[src/rtl/imem_responder.sv]
// Instruction-memory responder: accepts one read request at a time and returns
// the big-endian halfword at the latched address after a fixed latency.
module imem_responder #(
    parameter int ADDR_WIDTH = 8,
    parameter int LATENCY    = 2
) (
    input  logic                  clk,
    input  logic                  reset,
    input  logic                  req_valid,
    input  logic [15:0]           req_addr,
    output logic                  req_ready,
    output logic                  resp_valid,
    input  logic                  resp_ready,
    output logic [7:0]            instruction_code_high,
    output logic [7:0]            instruction_code_low,
    output logic                  resp_err,
    input  logic                  load_en,
    input  logic [ADDR_WIDTH-1:0] load_addr,
    input  logic [7:0]            load_data
);

    localparam logic [1:0] ST_IDLE = 2'd0;
    localparam logic [1:0] ST_WAIT = 2'd1;
    localparam logic [1:0] ST_RESP = 2'd2;

    localparam int                    DEPTH     = 1 << ADDR_WIDTH;
    localparam logic [3:0]            WAIT_LOAD = 4'(LATENCY - 1);
    localparam logic [ADDR_WIDTH-1:0] ADDR_ONE  = ADDR_WIDTH'(1);

    logic [7:0]            mem_r [DEPTH];
    logic [1:0]            state_r;
    logic [1:0]            state_s;
    logic [3:0]            count_r;
    logic [3:0]            count_s;
    logic [ADDR_WIDTH-1:0] addr_r;
    logic [ADDR_WIDTH-1:0] addr_s;
    logic [ADDR_WIDTH-1:0] rd_addr_s;
    logic [7:0]            rd_high_s;
    logic [7:0]            rd_low_s;
    logic                  misalign_s;
    logic                  enter_resp_s;
    logic                  resp_valid_s;
    logic                  resp_err_s;
    logic                  req_ready_s;
    logic [7:0]            high_s;
    logic [7:0]            low_s;
    logic                  unused_addr_s;

    assign unused_addr_s = ^req_addr[15:ADDR_WIDTH];

    // Read port: in IDLE the incoming address feeds the read so LATENCY=1 can capture on acceptance.
    always_comb begin
        if (state_r == ST_IDLE) begin
            rd_addr_s = req_addr[ADDR_WIDTH-1:0];
        end else begin
            rd_addr_s = addr_r;
        end
        rd_high_s  = mem_r[rd_addr_s];
        rd_low_s   = mem_r[rd_addr_s + ADDR_ONE];
        misalign_s = rd_addr_s[0];
    end

    // Next-state and response-capture logic.
    always_comb begin
        state_s      = state_r;
        count_s      = count_r;
        addr_s       = addr_r;
        resp_valid_s = resp_valid;
        resp_err_s   = resp_err;
        high_s       = instruction_code_high;
        low_s        = instruction_code_low;
        enter_resp_s = 1'b0;

        case (state_r)
            ST_IDLE: begin
                if (req_valid) begin
                    addr_s = req_addr[ADDR_WIDTH-1:0];
                    if (LATENCY == 1) begin
                        enter_resp_s = 1'b1;
                    end else begin
                        state_s = ST_WAIT;
                        count_s = WAIT_LOAD;
                    end
                end else begin
                    state_s = ST_IDLE;
                end
            end
            ST_WAIT: begin
                if (count_r == 4'd0) begin
                    enter_resp_s = 1'b1;
                end else begin
                    count_s = count_r - 4'd1;
                end
            end
            ST_RESP: begin
                if (resp_ready) begin
                    state_s      = ST_IDLE;
                    resp_valid_s = 1'b0;
                    resp_err_s   = 1'b0;
                end else begin
                    state_s = ST_RESP;
                end
            end
            default: begin
                state_s      = ST_IDLE;
                count_s      = 4'd0;
                resp_valid_s = 1'b0;
                resp_err_s   = 1'b0;
            end
        endcase

        // Misaligned fetches return zero data with the error flag, same timing.
        if (enter_resp_s) begin
            state_s      = ST_RESP;
            count_s      = 4'd0;
            resp_valid_s = 1'b1;
            resp_err_s   = misalign_s;
            if (misalign_s) begin
                high_s = 8'h00;
                low_s  = 8'h00;
            end else begin
                high_s = rd_high_s;
                low_s  = rd_low_s;
            end
        end else begin
            resp_valid_s = resp_valid_s;
        end

        req_ready_s = (state_s == ST_IDLE);
    end

    // Control and output registers.
    always_ff @(posedge clk) begin
        if (reset) begin
            state_r               <= ST_IDLE;
            count_r               <= 4'd0;
            addr_r                <= '0;
            req_ready             <= 1'b1;
            resp_valid            <= 1'b0;
            resp_err              <= 1'b0;
            instruction_code_high <= 8'h00;
            instruction_code_low  <= 8'h00;
        end else begin
            state_r               <= state_s;
            count_r               <= count_s;
            addr_r                <= addr_s;
            req_ready             <= req_ready_s;
            resp_valid            <= resp_valid_s;
            resp_err              <= resp_err_s;
            instruction_code_high <= high_s;
            instruction_code_low  <= low_s;
        end
    end

    // Preload port writes regardless of state or reset; memory is never cleared.
    always_ff @(posedge clk) begin
        if (load_en) begin
            mem_r[load_addr] <= load_data;
        end
    end

endmodule

[config.mk]
export PLATFORM = sky130hd
export DESIGN_NAME = imem_responder
export DESIGN_NICKNAME = d
export VERILOG_FILES = /design/src/rtl/imem_responder.sv
export SDC_FILE = /design/constraint.sdc
export NUM_CORES = 2
export LEC_CHECK = 0
export ABC_AREA = 1
export BUFFER_PORTS_ARGS = -buffer_cell sky130_fd_sc_hd__buf_2
export CORE_ASPECT_RATIO = 1.1
export CORE_MARGIN = 8
export CORE_UTILIZATION = 60
export DETAILED_ROUTE_END_ITERATION = 6
export PLACE_DENSITY = 0.76
export REMOVE_ABC_BUFFERS = 1
export SKIP_CTS_REPAIR_TIMING = 1
export SLEW_MARGIN = 40
export SYNTH_ARGS = -nofsm -noshare
export SYNTH_HDL_FRONTEND = slang
export SYNTH_SLANG_ARGS = --single-unit
[constraint.sdc]
create_clock -name clk -period 3.8 [get_ports clk]
set_input_delay 0.95 -clock clk [delete_from_list [all_inputs] [get_ports clk]]
set_output_delay 0.95 -clock clk [all_outputs]
set_load 0.1 [all_outputs]
==> results.cfg <==
[status]
outcome = complete, but fails checks
violations = design-rule violations

[drt]
via_per_inst = 6.48
dr.pass1.iters = 7
wire_per_inst_um = 26.7
drc_errors = 3
ant_nets = 0
drt_iter0_markers = 12018
num_vias = 77447
finalWirelength_mm = 319

[timing]
fmax_ghz = 0.277
finalHoldViolCount = 0
slew_violations = 0
setup_violations = 0
worst_clock_skew_ns = 0.0431
relSlewSlack = 0.402
fin_crit_ns = 3.61
finalWorstSetupSlack_ns = 0.185
tightest_slew_ns = 0.895
rsz0062_at_grt = no
whs_ns = 0.377
post-route-period-util = 0.951

[pwr]
p_per_area_mw_per_mm2 = 603
power.leakage_uw = 0.0396
vdd_drop_max_mv = 0.447

[synthesis]
netlist_area_sq_mm = 0.0946
synth_cells = 9439
postSynth.asyncResetShare = 0
ys_ff_latch = 2081
synth.distinct_cells = 33
yosysSeqAreaShare = 0.657
synth_flop_cell = edfxtp_1
synth_edf_count = 2048
postSynthAreaPerCell_sq_um = 10.0
ys_warn_count = 0

[setup_path]
cp_cell_sequence = nor2_4 > nand2_1 > nand2_8 > buf_12 > nand4_1 > nand2_4 > buf_12 > buf_12 > nand3_1 > nand3_1 > nand3_1 > nand3_1 > nand3_1 > nand3_1 > nand2_1
worstPathArrival_ns = 4.38
cp_num_buf_inv = 3
max_stage_delay_ns = 0.36
crit_fanout = 38
worstSetupStartpointType = flop
crit_path_start = state_r[0]
crit-reg2reg-launch = state_r[0]
path_common_cell = nand3_1
crit_type = reg -> reg
cp-end-kind = flop
crit_required_ns = 4.56
crit_slowest_cell = dfxtp_1
crit_family = simple AND/OR/NAND/NOR gates

[floorplanning]
die-area_sq_mm = 0.171
core-area_sq_mm = 0.157
io_pins = 56
num_rows = 153
die_x_um = 395
die_h_um = 432
start_util = 0.601

[global_routing]
grt_pass1_wl_mm = 466
antenna_found_initial = 12
grt_overflow_total = 0
grtUsageTotal = 0.362
grt_max_degree = 90
grt_pass1_vias = 73447

[clocking]
cts_tree = done
insertion_delay_ns = 0.86
clockBufferDepth = 3
htreeDepth = 4
cts-root-buf = clkbuf_16
cts_buffers = 202
clk_pin_slew_worst_paths_ns = 0.07
cts_sinks = 2081

[placement]
hpwlAfterDp_mm = 201
portBuffers = 47
place_area_sq_mm = 0.102
dpl_worst_slack_ns = 0.0346
gp_congestion = 1.05

[layout]
stdcell_area_sq_mm = 0.108
drive_above_1_share = 0.110
final_common_cell = nand3_1
fillers = 11497
fin_nets = 9733
final_cell_mix = nand3_1, nand2_1, edfxtp_1
area_growth_pct = 14.2

[hold_path]
hold_class = in -> reg
hp-start = reset

[flow_run]
max_cap_violations = 0
worst paths after layout:
path                                                 to  slack (ns)  depth (start not counted)
worst max-delay path            instruction_code_low[3]        0.19                         15
worst max register to register  instruction_code_low[3]        0.19                         15
worst min-delay path                         state_r[1]        0.38                          2
worst min register to register                addr_r[7]        0.46                          2
layer usage:
metal / global-route usage / part of all wire / vias to the layer above
li1: - / - / 33638
met3: 0.0850 / 0.13 / 1187
met5: 0 / 0.000041 / -
met1: 0.466 / 0.35 / 36668
met2: 0.561 / 0.45 / 5952
met4: 0.225 / 0.072 / 2
area by class of cell:
class	instances	area [sq um]	area share
antenna	5	12.5	0.000116
sequential	2081	62200	0.576
inverter	69	287	0.00265
tap	2092	2620	0.0242
clock inverter	120	1090	0.0101
multi-input combinational	6579	29000	0.268
clock buffer	254	5380	0.0498
timing repair buffer	760	7460	0.0691
report_power, final:
group / switching (uW) / total, uW / internal [uW] / leakage [uW]
registers: 61.9 / 25300 / 25300 / 0.0187
clock network: 8670 / 19900 / 11300 / 0.00316
logic: 13700 / 19900 / 6150 / 0.0178
cells by family after synthesis:
kind of cell | after synthesis | synth area share
and+or+nand+nor | 6487 | 0.298
DFF | 2081 | 0.657
buffers and inverters | 779 | 0.0385
AOI/OAI and AO/OA | 85 | 0.00508
xor gates and xnor gates | 4 | 0.000529
adders and majority gates | 3 | 0.000397
metrics by stage:
stage / std cells / util / total power (uW) / setup TNS, ns
CTS: 11955 / 0.686 / 64500 / 0
floorplan: 8729 / - / 37800 / -296.53
global placement: 11580 / 0.645 / 44600 / 0
finish: 11960 / 0.686 / 65200 / 0
global route: 11959 / 0.686 / 67000 / 0
detailed placement: 11581 / 0.645 / 44900 / 0
registers in the layout, indices dropped and copies added, names as in the netlist:
register,flops
req_ready,1
mem_r,2048
state_r,2
resp_err,1
instruction_code_high,8
instruction_code_low,8
addr_r,8
count_r,4
resp_valid,1
synthesized netlist by cell type (10+ instances only):
cell | instances | area [sq um]
clkbuf_1 | 205 | 769
inv_1 | 58 | 218
nand2_1 | 3083 | 11600
buf_2 | 374 | 1870
inv_2 | 10 | 37.5
a21oi_1 | 15 | 75.1
edfxtp_1 | 2048 | 61500
dfxtp_1 | 33 | 661
buf_4 | 59 | 443
nand3_1 | 3075 | 15400
nor2_1 | 313 | 1170
o21ai_0 | 41 | 205
buf_1 | 68 | 255
(Power assumes the default switching activity.)
